<file path="src/rtl/ca_code_sequencer.sv">
// ca_code_sequencer: sequences one C/A code generator for a single channel.
// It accepts PRN and code-phase commands, resets the generator, slews it to
// the requested chip offset at full clock rate, then advances it on code-NCO
// strobes. It keeps the authoritative chip index, epoch pulse and ms count.
// Optional feature macro: CA_SEQ_DWELL_EN (adds a dwell timer that ends
// TRACK after DWELL_MS epochs and pulses dwell_done).
`timescale 1ns/1ps

module ca_code_sequencer #(
  parameter int CODE_LEN   = 1023,
  parameter int MS_PER_BIT = 20,
  parameter int MAX_PRN    = 32
`ifdef CA_SEQ_DWELL_EN
  , parameter int DWELL_MS = 10
`endif
) (
  input  logic       clk,
  input  logic       rst,
  input  logic       cmd_valid,
  output logic       cmd_ready,
  input  logic [5:0] cmd_prn,
  input  logic [9:0] cmd_phase,
  input  logic       cmd_abort,
  input  logic       chip_stb,
  output logic       cmd_err,
  output logic       gen_rst,
  output logic       gen_ce,
  output logic [5:0] gen_prn,
  output logic [9:0] chip_idx,
  output logic       epoch,
  output logic [4:0] ms_cnt,
  output logic       tracking,
  output logic       dwell_done
);

  localparam logic [9:0] LAST_CHIP = 10'(CODE_LEN - 1);
  localparam logic [4:0] LAST_MS   = 5'(MS_PER_BIT - 1);
  localparam logic [5:0] PRN_MAX   = 6'(MAX_PRN);

  typedef enum logic [1:0] {IDLE, LOAD, SLEW, TRACK} state_t;

  state_t     state, state_nxt;
  logic [9:0] phase_q;
  logic [9:0] remaining;
  logic       cmd_xfer;
  logic       cmd_bad;
  logic       cmd_ok;
  logic       wrap;

  // Abort blocks the handshake so an aborted cycle can never also transfer.
  assign cmd_ready = ((state == IDLE) || (state == TRACK)) && !cmd_abort;
  assign cmd_xfer  = cmd_valid && cmd_ready;
  assign cmd_bad   = (cmd_prn == 6'd0) || (cmd_prn > PRN_MAX) || (cmd_phase > LAST_CHIP);
  assign cmd_ok    = cmd_xfer && !cmd_bad;
  assign wrap      = gen_ce && (chip_idx == LAST_CHIP);
  assign tracking  = (state == TRACK);

`ifdef CA_SEQ_DWELL_EN
  localparam logic [7:0] LAST_DWELL = 8'(DWELL_MS - 1);
  logic [7:0] dwell_cnt;
`endif

  // Next-state and generator shift enable; abort overrides everything.
  always_comb begin
    state_nxt = state;
    gen_ce    = 1'b0;
    case (state)
      IDLE: begin
        if (cmd_ok) state_nxt = LOAD;
      end
      LOAD: begin
        state_nxt = (phase_q != 10'd0) ? SLEW : TRACK;
      end
      SLEW: begin
        gen_ce = 1'b1;
        if (remaining == 10'd1) state_nxt = TRACK;
      end
      TRACK: begin
        if (cmd_ok) begin
          state_nxt = LOAD;
        end else begin
          gen_ce = chip_stb;
`ifdef CA_SEQ_DWELL_EN
          if (chip_stb && (chip_idx == LAST_CHIP) && (dwell_cnt == LAST_DWELL))
            state_nxt = IDLE;
`endif
        end
      end
      default: state_nxt = IDLE;
    endcase
    if (cmd_abort) begin
      state_nxt = IDLE;
      gen_ce    = 1'b0;
    end
  end

  // State register.
  always_ff @(posedge clk or posedge rst) begin
    if (rst) state <= IDLE;
    else     state <= state_nxt;
  end

  // Command latching, reject pulse and registered generator reset.
  always_ff @(posedge clk or posedge rst) begin
    if (rst) begin
      gen_rst <= 1'b1;
      cmd_err <= 1'b0;
      gen_prn <= 6'd1;
      phase_q <= 10'd0;
    end else begin
      gen_rst <= (state_nxt == IDLE) || (state_nxt == LOAD);
      cmd_err <= cmd_xfer && cmd_bad;
      if (cmd_ok) begin
        gen_prn <= cmd_prn;
        phase_q <= cmd_phase;
      end
    end
  end

  // Chip index, slew countdown, epoch pulse and ms-within-bit counter.
  always_ff @(posedge clk or posedge rst) begin
    if (rst) begin
      remaining <= 10'd0;
      chip_idx  <= 10'd0;
      epoch     <= 1'b0;
      ms_cnt    <= 5'd0;
    end else begin
      epoch <= wrap;
      if (cmd_abort)           remaining <= 10'd0;
      else if (state == LOAD)  remaining <= phase_q;
      else if (state == SLEW)  remaining <= remaining - 10'd1;
      if (state == LOAD) begin
        chip_idx <= 10'd0;
        ms_cnt   <= 5'd0;
      end else if (gen_ce) begin
        if (wrap) begin
          chip_idx <= 10'd0;
          ms_cnt   <= (ms_cnt == LAST_MS) ? 5'd0 : ms_cnt + 5'd1;
        end else begin
          chip_idx <= chip_idx + 10'd1;
        end
      end
    end
  end

`ifdef CA_SEQ_DWELL_EN
  // Dwell timer: counts TRACK epochs and flags the last one of the dwell.
  always_ff @(posedge clk or posedge rst) begin
    if (rst) begin
      dwell_cnt  <= 8'd0;
      dwell_done <= 1'b0;
    end else begin
      dwell_done <= wrap && (dwell_cnt == LAST_DWELL);
      if (state == LOAD)  dwell_cnt <= 8'd0;
      else if (wrap)      dwell_cnt <= dwell_cnt + 8'd1;
    end
  end
`else
  assign dwell_done = 1'b0;
`endif

endmodule
</file>
<file path="config.mk">
export PLATFORM = sky130hd
export DESIGN_NAME = ca_code_sequencer
export DESIGN_NICKNAME = d
export VERILOG_FILES = /design/src/rtl/ca_code_sequencer.sv
export SDC_FILE = /design/constraint.sdc
export NUM_CORES = 1
export LEC_CHECK = 0
export BUFFER_PORTS_ARGS = -buffer_cell sky130_fd_sc_hd__buf_2
export CAP_MARGIN = 20
export CORE_UTILIZATION = 55
export CTS_CLUSTER_SIZE = 28
export DETAILED_ROUTE_END_ITERATION = 12
export MAX_ROUTING_LAYER = met4
export PLACE_DENSITY = 0.79
export SLEW_MARGIN = 0
export SYNTH_ARGS = -nofsm -noshare
export SYNTH_HDL_FRONTEND = slang
export SYNTH_SLANG_ARGS = --single-unit
</file>
<file path="constraint.sdc">
create_clock -name clk -period 2.76 [get_ports clk]
set_input_delay 0.138 -clock clk [delete_from_list [all_inputs] [get_ports clk]]
set_output_delay 0.138 -clock clk [all_outputs]
set_load 0.1 [all_outputs]
</file>
==> summary.txt, run 1 <==
maximum cell stage delay along the critical path -> 0.43 ns
worst-case clock buffer depth -> 2
global router's overall resource usage -> 0.265
Routed WL per cell -> 15.9 µm
H-Tree Depth -> 2
share of power burned in combinational logic -> 0.490
cells along the critical path -> inv_1 > ha_1 > a21oi_1 > nor2_1 > nand2_1 > inv_1 > buf_2
Psw -> 1.54 mW
Post-route DRC -> 0
netlist area before placement -> 2480 µm²
First-pass DRT Iterations -> 4
cell area power density -> 1060 nW/µm²
number of diodes -> 0
number of antenna violations at the first check in global routing -> 0
critical setup path kind -> flip-flop to output port
max cap viols -> 0
routed length on met2 -> 2560 µm
CP Capture Type -> output port
wire length the detailed router placed on met1 -> 2510 µm
overall via count from detail_route -> 2,161
clock tree sinks -> 46
Clock transition at path regs -> 0.09 ns
number of cells traversed by the worst hold path -> 2
total power after layout -> 3.09 mW
Hold Path End -> phase_q[9]$_DFFE_PP0P_
P&R area growth vs syn -> 17.5%
share of total power in the clock network -> 0.166
number of placement rows -> 24
buffering stage count on the worst path with inverters included -> 3
most instantiated flip-flop cell in the synthesis netlist -> sky130_fd_sc_hd__dfrtp_1
proportion of netlist area held by the largest area contributor -> 0.443
summed area of non-filler cells in the final layout -> 2920 µm²
y dimension of the die -> 69.2 µm
final layout net count -> 330
hold-fix buffer count after cts -> 1
wire length on met3 -> 423 µm
final number of hold-violating endpoints -> 0
synthesis warning total -> 0
clock latency reported for the late side of the worst-skew pair -> 0.30 ns
startpoint of the lowest-slack register-to-register path -> state[0]$_DFF_PP0_
Post-CTS Setup Inserts -> 0
cell type with the largest total area after synthesis -> sky130_fd_sc_hd__dfrtp_1
Horiz. Die Dim -> 69.2 µm
internal power of the cells -> 1.55 mW
WP data required -> 2.62 ns
WHS -> 0.0627 ns
internal reg-to-reg setup slack -> 0.39 ns
boundary pin count -> 49
Achievable Freq -> 0.402 GHz
Switching Fraction -> 0.497
global-route wire length before repair -> 9830 µm
synth unique cells -> 49
sequential fraction of the synthesis area -> 0.464
DRC marker count from the first detailed-route iteration -> 183
Root Buffer -> sky130_fd_sc_hd__clkbuf_8
accumulated negative setup slack -> 0 ns
leakage power total -> 1.35 nW
placeable core region -> 4350 µm²
Worst IR Drop VDD -> 1000 µV
Fin Clk Skew -> 0.00516 ns
status -> finished clean
number of gates resized after cts -> 0
die outline area -> 4790 µm²
TritonCTS buffer count -> 5
Detail Placement HPWL -> 4000 µm
CTS tree -> done
instance area after placement -> 2800 µm²
maximum number of pins on one net before global-route repair -> 27
ANT nets after route -> 0
post-synthesis average cell area -> 9.82 µm²
kind of path behind the tightest hold check -> primary input to flip-flop
logic depth of the worst register-to-register path -> 7
count of input and output buffers -> 47
highest net fanout along the worst path -> 11
total wirelength of the detailed-routed design -> 5630 µm
Post-synth EDFFs -> 0
register bit count reported by yosys -> 46
fraction of registers with async set or reset after synthesis -> 1.00
largest cells by area after synthesis -> sky130_fd_sc_hd__dfrtp_1 44%, sky130_fd_sc_hd__mux2_2 5.4%, sky130_fd_sc_hd__ha_1 4.0%
gp weighted congestion -> 0.862
number of failing setup endpoints in the final timing report -> 0
measured slew at the worst slew-check pin -> 0.633 ns
Min Clock Period, post-route -> 2.49 ns
final max-slew violation count -> 0
post-route fraction of the period consumed by the critical path -> 0.901
portion of total power attributed to sequential cells -> 0.344
cell repeated most along the worst path -> sky130_fd_sc_hd__inv_1
Top delay family on crit path -> buffers and inverters
detailed-route vias per instance -> 6.10
Synthesized Nets -> 282
worst slack at placement -> 0.388 ns
Max-Slew Margin vs Limit -> 0.576
share of cells above drive strength 1 -> 0.268
RSZ-0062 raised after global routing -> false
Final Worst Setup Slack -> 0.273 ns
synthesized instance count -> 253
starting density of the core -> 0.570
reg-to-reg endpoint -> remaining[7]$_DFFE_PP0P_
overall overflow remaining after global route -> 0
uppermost metal layer occupied by signal nets -> met4
worst endpoint data arrival time -> 2.35 ns
critical path launch point type -> flip-flop
min-delay src -> cmd_phase[9]
slowest cell on the critical path -> sky130_fd_sc_hd__buf_2
vias in the first global route -> 2,059
==> Yosys cell counts (4+ instances only) <==
master	number
sky130_fd_sc_hd__dfrtp_1	44
sky130_fd_sc_hd__and3_1	5
sky130_fd_sc_hd__nor2_1	16
sky130_fd_sc_hd__nand4_1	5
sky130_fd_sc_hd__ha_1	8
sky130_fd_sc_hd__inv_1	9
sky130_fd_sc_hd__nand2_1	25
sky130_fd_sc_hd__nand4b_1	6
sky130_fd_sc_hd__mux2_2	12
sky130_fd_sc_hd__xnor2_1	6
sky130_fd_sc_hd__nand3_1	8
sky130_fd_sc_hd__o21ai_0	15
sky130_fd_sc_hd__nor3_1	9
sky130_fd_sc_hd__nor4_1	5
sky130_fd_sc_hd__a21oi_1	18
sky130_fd_sc_hd__clkbuf_1	8
sky130_fd_sc_hd__mux2_1	4
==> routing by layer <==
layer,vias up,GRT usage
li1,1017,-
met1,1049,0.368
met2,82,0.383
met3,13,0.0581
met4,0,0.0952
met5,-,-
==> power by group through the flow <==
stage	logic [mW]	clock network [mW]	registers [mW]
after global placement	1.47	0	1.06
after CTS	1.52	0.515	1.06
after floorplan	0.687	0	1.59
after global routing	1.62	0.541	1.09
after detailed placement	1.51	0	1.07
final	1.51	0.513	1.06
==> sequential cells by signal (all words and copies together), names as in the netlist <==
signal and flops:
remaining 10, gen_rst 1, chip_idx 10, epoch 1
gen_prn 6, phase_q 10, cmd_err 1, ms_cnt 5
state 2
==> cell families after synthesis <==
kind of cell               Yosys count  share of synthesized area
and+or+nand+nor                     97                      0.219
buffers and inverters               24                     0.0428
muxes                               17                     0.0766
DFF                                 46                      0.464
other                                1                    0.00151
AOI/OAI and AO/OA                   51                      0.124
adders and majority gates            8                     0.0403
xor gates and xnor gates             9                     0.0317
==> how the worst max path moves through the flow <==
| stage | slack (ns) | end | cells past startpoint | start |
|---|---|---|---|---|
| floorplan | 0.08 | gen_prn[5]$_DFFE_PP0P_ | 7 | state[0]$_DFF_PP0_ |
| global placement | 0.53 | remaining[7]$_DFFE_PP0P_ | 7 | state[0]$_DFF_PP0_ |
| detailed placement | 0.39 | remaining[7]$_DFFE_PP0P_ | 7 | state[0]$_DFF_PP0_ |
| CTS | 0.27 | gen_ce | 7 | state[0]$_DFF_PP0_ |
| global route | 0.04 | gen_ce | 7 | state[0]$_DFF_PP0_ |
| finish | 0.27 | gen_ce | 7 | state[0]$_DFF_PP0_ |
==> through the flow <==
step,instances,utilization
after floorplan,253,-
after global placement,344,0.636
after detailed placement,345,0.642
after CTS,354,0.670
after global routing,354,0.670
final,354,0.670
==> layout by cell type, fill, tap and decap left out, types with 3 or more instances in the layout <==
| cell | netlist | final |
|---|---|---|
| sky130_fd_sc_hd__a211oi_1 | 3 | 3 |
| sky130_fd_sc_hd__a21oi_1 | 18 | 18 |
| sky130_fd_sc_hd__a31oi_1 | 3 | 3 |
| sky130_fd_sc_hd__and3_1 | 5 | 5 |
| sky130_fd_sc_hd__buf_2 | 1 | 47 |
| sky130_fd_sc_hd__buf_4 | 2 | 6 |
| sky130_fd_sc_hd__clkbuf_8 | 0 | 5 |
| sky130_fd_sc_hd__dfrtp_1 | 44 | 44 |
| sky130_fd_sc_hd__ha_1 | 8 | 8 |
| sky130_fd_sc_hd__inv_1 | 9 | 8 |
| sky130_fd_sc_hd__mux2_1 | 4 | 4 |
| sky130_fd_sc_hd__mux2_2 | 12 | 12 |
| sky130_fd_sc_hd__nand2_1 | 25 | 25 |
| sky130_fd_sc_hd__nand3_1 | 8 | 8 |
| sky130_fd_sc_hd__nand4_1 | 5 | 5 |
| sky130_fd_sc_hd__nand4b_1 | 6 | 6 |
| sky130_fd_sc_hd__nor2_1 | 16 | 16 |
| sky130_fd_sc_hd__nor3_1 | 9 | 9 |
| sky130_fd_sc_hd__nor4_1 | 5 | 5 |
| sky130_fd_sc_hd__o21ai_0 | 15 | 15 |
| sky130_fd_sc_hd__o31ai_1 | 3 | 3 |
| sky130_fd_sc_hd__or4_1 | 3 | 3 |
| sky130_fd_sc_hd__xnor2_1 | 6 | 6 |
| sky130_fd_sc_hd__xor2_1 | 3 | 3 |
==> worst register-to-register path, cell delays in order (launching register included) <==
cell                       delay (ns)
sky130_fd_sc_hd__dfrtp_1         0.42
sky130_fd_sc_hd__inv_1           0.07
sky130_fd_sc_hd__ha_1            0.37
sky130_fd_sc_hd__or4b_1          0.52
sky130_fd_sc_hd__or2_2           0.32
sky130_fd_sc_hd__nor4_1          0.25
sky130_fd_sc_hd__xnor2_1         0.12
sky130_fd_sc_hd__a211oi_1        0.23
==> area by class of cell <==
cell class	instances	area, µm²
clock buffers	5	68.8
well taps	52	65.1
flip-flops and latches	46	1150
clock inverters	3	45.0
repair buffers	55	318
multi-input cells	183	1230
fillers	331	1440
inverters	10	37.5
Power figures use the tool's default switching activity.
==> run 2: changes to the inputs <==
--- a/config.mk
+++ b/config.mk
@@ -5,13 +5,15 @@
 export SDC_FILE = /design/constraint.sdc
 export NUM_CORES = 1
 export LEC_CHECK = 0
+export ABC_AREA = 1
 export BUFFER_PORTS_ARGS = -buffer_cell sky130_fd_sc_hd__buf_2
 export CAP_MARGIN = 20
-export CORE_UTILIZATION = 55
+export CORE_UTILIZATION = 59
 export CTS_CLUSTER_SIZE = 28
 export DETAILED_ROUTE_END_ITERATION = 12
 export MAX_ROUTING_LAYER = met4
-export PLACE_DENSITY = 0.79
+export PLACE_DENSITY = 0.83
+export SETUP_SLACK_MARGIN = 0.3
 export SLEW_MARGIN = 0
 export SYNTH_ARGS = -nofsm -noshare
 export SYNTH_HDL_FRONTEND = slang
==> constraint.sdc (replaced) <==
create_clock -name clk -period 3.1 [get_ports clk]
set_input_delay 0.155 -clock clk [delete_from_list [all_inputs] [get_ports clk]]
set_output_delay 0.155 -clock clk [all_outputs]
set_load 0.1 [all_outputs]
==> summary.txt, run 2 <==
cell area power density -> 978 nW/µm²
placeable core region -> 4030 µm²
instance area after placement -> 2790 µm²
clock latency reported for the late side of the worst-skew pair -> 0.30 ns
final number of hold-violating endpoints -> 36
Achievable Freq -> 0.411 GHz
starting density of the core -> 0.623
Post-route DRC -> 0
y dimension of the die -> 67.2 µm
maximum number of pins on one net before global-route repair -> 47
Worst IR Drop VDD -> 691 µV
CP Capture Type -> output port
detailed-route vias per instance -> 5.36
largest cells by area after synthesis -> sky130_fd_sc_hd__dfrtp_1 44%, sky130_fd_sc_hd__nand2_1 11%, sky130_fd_sc_hd__o21ai_0 6.4%
critical path launch point type -> flip-flop
share of cells above drive strength 1 -> 0.193
Post-CTS Setup Inserts -> 0
xor/xnor share of the synthesized area -> 0.0524
worst-case clock buffer depth -> 2
Clock transition at path regs -> 0.08 ns
Min Clock Period, post-route -> 2.43 ns
fraction of the mapped netlist area in compound gates -> 0.112
Detail Placement HPWL -> 3930 µm
slowest cell on the critical path -> sky130_fd_sc_hd__buf_2
Max-Slew Margin vs Limit -> 0.593
proportion of netlist area held by the largest area contributor -> 0.439
final max-slew violation count -> 0
cell type with the largest total area after synthesis -> sky130_fd_sc_hd__dfrtp_1
H-Tree Depth -> 2
violations in the final reports -> hold timing
instance count after placement with tap cells included -> 400
fraction of registers with async set or reset after synthesis -> 1.00
post-synthesis average cell area -> 8.14 µm²
hold-fix buffer count after cts -> 0
gp weighted congestion -> 0.833
DRC marker count from the first detailed-route iteration -> 161
mux contribution to synthesized area -> 0
Synthesized Nets -> 337
dominant combinational cell family by area after synthesis -> simple AND/OR/NAND/NOR gates
largest registers ranked by flip-flop count -> chip_idx: 10 flops, phase_q: 10 flops, remaining: 10 flops
worst slack at placement -> 0.983 ns
synth unique cells -> 32
critical setup path kind -> flip-flop to output port
die outline area -> 4520 µm²
total wirelength of the detailed-routed design -> 5340 µm
synthesized instance count -> 308
most numerous cell types in the synthesized netlist -> 71 x sky130_fd_sc_hd__nand2_1, 44 x sky130_fd_sc_hd__dfrtp_1, 39 x sky130_fd_sc_hd__inv_1, 32 x sky130_fd_sc_hd__o21ai_0, 23 x sky130_fd_sc_hd__nor2_1
synthesis warning total -> 0
overall overflow remaining after global route -> 0
number of diodes -> 0
overall via count from detail_route -> 2,188
most instantiated flip-flop cell in the synthesis netlist -> sky130_fd_sc_hd__dfrtp_1
number of placement rows -> 23
kind of path behind the tightest hold check -> primary input to async pin
summed area of non-filler cells in the final layout -> 2880 µm²
CTS tree -> done
most frequent cells in the layout -> 71 x sky130_fd_sc_hd__nand2_1, 47 x sky130_fd_sc_hd__buf_2, 44 x sky130_fd_sc_hd__dfrtp_1, 38 x sky130_fd_sc_hd__inv_1, 32 x sky130_fd_sc_hd__o21ai_0
leakage power total -> 1.56 nW
Horiz. Die Dim -> 67.2 µm
number of antenna violations at the first check in global routing -> 0
global-route wire length before repair -> 9040 µm
post-route fraction of the period consumed by the critical path -> 0.785
Fin Clk Skew -> 0.00610 ns
First-pass DRT Iterations -> 4
Final Worst Setup Slack -> 0.665 ns
RSZ-0062 raised after global routing -> false
netlist area before placement -> 2510 µm²
max cap viols -> 0
Top delay family on crit path -> buffers and inverters
Routed WL per cell -> 13.1 µm
filler cell count in the final layout -> 340
TritonCTS buffer count -> 5
WP data required -> 2.94 ns
boundary pin count -> 49
number of non-filler instances in the completed layout -> 408
status -> complete, but fails checks
global router's overall resource usage -> 0.277
register bit count reported by yosys -> 46
sequential fraction of the synthesis area -> 0.460
Post-synth EDFFs -> 0
buffering stage count on the worst path with inverters included -> 3
simple-gate share of the synthesized area -> 0.253
ANT nets after route -> 0
clock tree sinks -> 46
most frequently used cell type in the post-synthesis netlist -> sky130_fd_sc_hd__nand2_1
cells along the critical path -> inv_1 > ha_1 > and3_4 > nand4_4 > nand2_2 > a21oi_2 > buf_4 > buf_2
final layout net count -> 386
vias in the first global route -> 2,057
accumulated negative setup slack -> 0 ns
WHS -> -0.0148 ns
number of gates resized after cts -> 0
count of input and output buffers -> 47
P&R area growth vs syn -> 14.7%
Root Buffer -> sky130_fd_sc_hd__clkbuf_8
worst endpoint data arrival time -> 2.28 ns
maximum cell stage delay along the critical path -> 0.44 ns
most frequent standard cell in the layout excluding fill and tap cells -> sky130_fd_sc_hd__nand2_1
number of failing setup endpoints in the final timing report -> 0
adder-cell share of the synthesized area -> 0.0399
highest net fanout along the worst path -> 13
measured slew at the worst slew-check pin -> 0.609 ns
[run 2: per-layer routing]
layer / global-route usage / share of wire / vias to the layer above
met4: 0.0904 / 0.013 / 0
li1: - / - / 1102
met3: 0.0557 / 0.042 / 8
met1: 0.363 / 0.46 / 1023
met2: 0.430 / 0.48 / 55
met5: - / 0 / -
[run 2: final cells by class]
class                      count  area (µm²)  area share
sequential                    46        1150       0.401
multi-input combinational    212        1150       0.400
timing repair buffer          51         265      0.0922
inverter                      41         154      0.0535
clock buffer                   7        86.3      0.0300
tap                           50        62.6      0.0217
clock inverter                 1        5.00     0.00174
[run 2: logic make-up after synthesis]
logic type	after synthesis
other	1
XOR/XNOR	15
buffers and inverters	50
adder cells (fa/ha/maj)	8
AND/OR/NAND/NOR	138
flip-flops	46
AO/OA/AOI/OAI	50
[run 2: through the flow]
step,hold WS (ns),utilization,power [mW]
finish,-0.0148,0.714,2.81
floorplan,0.246,-,2.15
CTS,0.0172,0.714,2.82
global route,0.0447,0.714,3.01
detailed placement,0.333,0.692,2.45
global placement,0.329,0.692,2.40
[run 2: worst paths after layout]
check | start | end | slack (ns) | depth (start not counted)
max in group asynchronous | rst | gen_prn[1]$_DFFE_PP0P_ | 2.73 | 3
max | state[0]$_DFF_PP0_ | gen_ce | 0.67 | 8
max reg2reg | state[0]$_DFF_PP0_ | phase_q[5]$_DFFE_PP0P_ | 1.06 | 7
min | rst | ms_cnt[4]$_DFFE_PP0P_ | -0.01 | 3
min reg2reg | gen_prn[0]$_DFFE_PP1P_ | gen_prn[0]$_DFFE_PP1P_ | 0.48 | 2
min in group clk | cmd_prn[0] | gen_prn[0]$_DFFE_PP1P_ | 0.06 | 3
[run 2: worst reg2reg max path, cell delays in order (launching register included)]
cell                      delay (ns)
sky130_fd_sc_hd__dfrtp_1        0.42
sky130_fd_sc_hd__inv_1          0.08
sky130_fd_sc_hd__ha_1           0.29
sky130_fd_sc_hd__and3_4         0.20
sky130_fd_sc_hd__nand4_4        0.20
sky130_fd_sc_hd__inv_1          0.52
sky130_fd_sc_hd__nand2_1        0.13
sky130_fd_sc_hd__o21ai_0        0.12
[run 2: where the power goes]
part           internal (mW)  leakage, nW  switching [mW]
clock                  0.180       0.0482           0.201
sequential             0.795        0.604           0.125
combinational          0.353        0.909            1.16
total                   1.33         1.56            1.48
==> run 3: changes to the inputs <==
--- a/config.mk
+++ b/config.mk
@@ -8,11 +8,11 @@
 export ABC_AREA = 1
 export BUFFER_PORTS_ARGS = -buffer_cell sky130_fd_sc_hd__buf_2
 export CAP_MARGIN = 20
-export CORE_UTILIZATION = 59
+export CORE_UTILIZATION = 55
 export CTS_CLUSTER_SIZE = 28
 export DETAILED_ROUTE_END_ITERATION = 12
 export MAX_ROUTING_LAYER = met4
-export PLACE_DENSITY = 0.83
+export PLACE_DENSITY = 0.79
 export SETUP_SLACK_MARGIN = 0.3
 export SLEW_MARGIN = 0
 export SYNTH_ARGS = -nofsm -noshare
==> constraint.sdc (replaced) <==
create_clock -name clk -period 2.4 [get_ports clk]
set_input_delay 0.12 -clock clk [delete_from_list [all_inputs] [get_ports clk]]
set_output_delay 0.12 -clock clk [all_outputs]
set_load 0.1 [all_outputs]
==> summary.txt, run 3 (same netlist as run 2, synthesis figures left out) <==
First-pass DRT Iterations -> 4
P&R area growth vs syn -> 19.8%
post-route fraction of the period consumed by the critical path -> 0.845
share of power burned in combinational logic -> 0.548
clock tree sinks -> 46
H-Tree Depth -> 2
DRC marker count from the first detailed-route iteration -> 151
maximum number of pins on one net before global-route repair -> 28
cell area power density -> 1230 nW/µm²
final max-slew violation count -> 0
most frequent cells in the layout -> 71 x sky130_fd_sc_hd__nand2_1, 46 x sky130_fd_sc_hd__buf_2, 43 x sky130_fd_sc_hd__dfrtp_1, 38 x sky130_fd_sc_hd__inv_1, 32 x sky130_fd_sc_hd__o21ai_0
Worst IR Drop VDD -> 1170 µV
WHS -> 0.0288 ns
detailed-route vias per instance -> 5.35
maximum cell stage delay along the critical path -> 0.37 ns
Achievable Freq -> 0.493 GHz
status -> finished clean
worst-case clock buffer depth -> 2
largest registers ranked by flip-flop count -> chip_idx: 10 flops, phase_q: 10 flops, remaining: 10 flops
sequential cell area in the final layout -> 1150 µm²
number of diodes -> 0
measured slew at the worst slew-check pin -> 0.552 ns
total wirelength of the detailed-routed design -> 5450 µm
final layout net count -> 396
Horiz. Die Dim -> 69.5 µm
number of antenna violations at the first check in global routing -> 0
global-route wire length before repair -> 9550 µm
leakage power total -> 1.62 nW
share of total power in the clock network -> 0.131
area used by multi-input combinational logic -> 1170 µm²
CP Capture Type -> output port
critical path launch point type -> flip-flop
Detail Placement HPWL -> 3940 µm
most frequent standard cell in the layout excluding fill and tap cells -> sky130_fd_sc_hd__nand2_1
number of failing setup endpoints in the final timing report -> 0
Root Buffer -> sky130_fd_sc_hd__clkbuf_8
Routed WL per cell -> 13.0 µm
number of cells traversed by the worst hold path -> 3
y dimension of the die -> 69.5 µm
critical setup path kind -> flip-flop to output port
RSZ-0062 raised after global routing -> false
final number of hold-violating endpoints -> 0
ANT nets after route -> 0
total power after layout -> 3.70 mW
gp weighted congestion -> 0.865
placeable core region -> 4350 µm²
TritonCTS buffer count -> 5
clock latency reported for the late side of the worst-skew pair -> 0.30 ns
number of placement rows -> 24
Fin Clk Skew -> 0.00303 ns
kind of path behind the tightest hold check -> primary input to flip-flop
worst endpoint data arrival time -> 1.91 ns
final core area utilization -> 0.690
boundary pin count -> 49
count of input and output buffers -> 47
max cap viols -> 0
internal power of the cells -> 1.77 mW
die outline area -> 4840 µm²
Switching Fraction -> 0.523
highest net fanout along the worst path -> 8
cells along the critical path -> inv_1 > ha_1 > and3_4 > nand4_4 > nand2_2 > a21oi_2 > buf_6 > buf_12
Clock transition at path regs -> 0.08 ns
WP data required -> 2.28 ns
global router's overall resource usage -> 0.251
accumulated negative setup slack -> 0 ns
Post-route DRC -> 0
overall via count from detail_route -> 2,248
slowest cell on the critical path -> sky130_fd_sc_hd__dfrtp_1
Max-Slew Margin vs Limit -> 0.631
share of cells above drive strength 1 -> 0.217
overall overflow remaining after global route -> 0
Min Clock Period, post-route -> 2.03 ns
filler cell count in the final layout -> 330
Psw -> 1.94 mW
CTS tree -> done
portion of total power attributed to sequential cells -> 0.321
starting density of the core -> 0.576
logic depth of the worst register-to-register path -> 10
vias in the first global route -> 2,143
-- run 3: final cells by class --
class,count,area share
multi-input combinational,213,0.388
inverter,41,0.0512
sequential,46,0.384
clock buffer,7,0.0287
timing repair buffer,60,0.124
tap,52,0.0216
clock inverter,1,0.00167
-- run 3: metrics by stage --
| stage | cells | instance area (µm²) | setup slack [ns] |
|---|---|---|---|
| 3_3_place_gp | 403 | 2820 | 0.514 |
| 6_report | 420 | 3010 | 0.371 |
| 4_1_cts | 413 | 2930 | 0.305 |
| 3_5_place_dp | 403 | 2820 | 0.422 |
| 5_1_grt | 420 | 3010 | 0.296 |
| 2_1_floorplan | 308 | 2510 | 0.303 |
-- run 3: timing repair --
| action | in CTS | in global routing |
|---|---|---|
| resized for setup | 1 | 0 |
| gates cloned | 0 | 1 |
| buffers inserted | 1 | 5 |
| hold buffers | 1 | 0 |
| endpoints found under the hold margin | 25 | 0 |
| endpoints found under the setup margin | 1 | 4 |
-- run 3: worst max-delay path: cells and delay by family (launching register included) --
family	cells	cell delay (ns)
simple gates	3	0.41
buf+inv	3	0.39
flops	1	0.37
fa+ha+maj	1	0.30
compound gates	1	0.14
-- run 3: power groups by stage --
stage | clock network (mW) | logic [mW] | registers [mW]
floorplan | 0 | 0.978 | 1.81
global placement | 0 | 1.94 | 1.20
detailed placement | 0 | 1.96 | 1.21
CTS | 0.500 | 1.99 | 1.19
global route | 0.523 | 2.23 | 1.22
finish | 0.486 | 2.03 | 1.19
-- run 3: layer usage --
metal / share of wire / up-vias / track usage
met3: 0.038 / 9 / 0.0392
met5: 0 / - / -
li1: - / 1128 / -
met2: 0.47 / 50 / 0.394
met4: 0.013 / 0 / 0.0771
met1: 0.48 / 1061 / 0.338
-- run 3: worst paths after layout --
kind / startpoint / endpoint / slack (ns)
setup / recovery: state[0]$_DFF_PP0_ / gen_ce / 0.37
hold / removal: cmd_prn[2] / gen_prn[2]$_DFFE_PP0P_ / 0.03
setup reg to reg: state[0]$_DFF_PP0_ / chip_idx[2]$_DFFE_PP0P_ / 0.55
hold reg to reg: gen_prn[3]$_DFFE_PP0P_ / gen_prn[3]$_DFFE_PP0P_ / 0.48
max in group asynchronous: rst / gen_prn[0]$_DFFE_PP1P_ / 1.43
min in group asynchronous: rst / remaining[6]$_DFFE_PP0P_ / 0.30
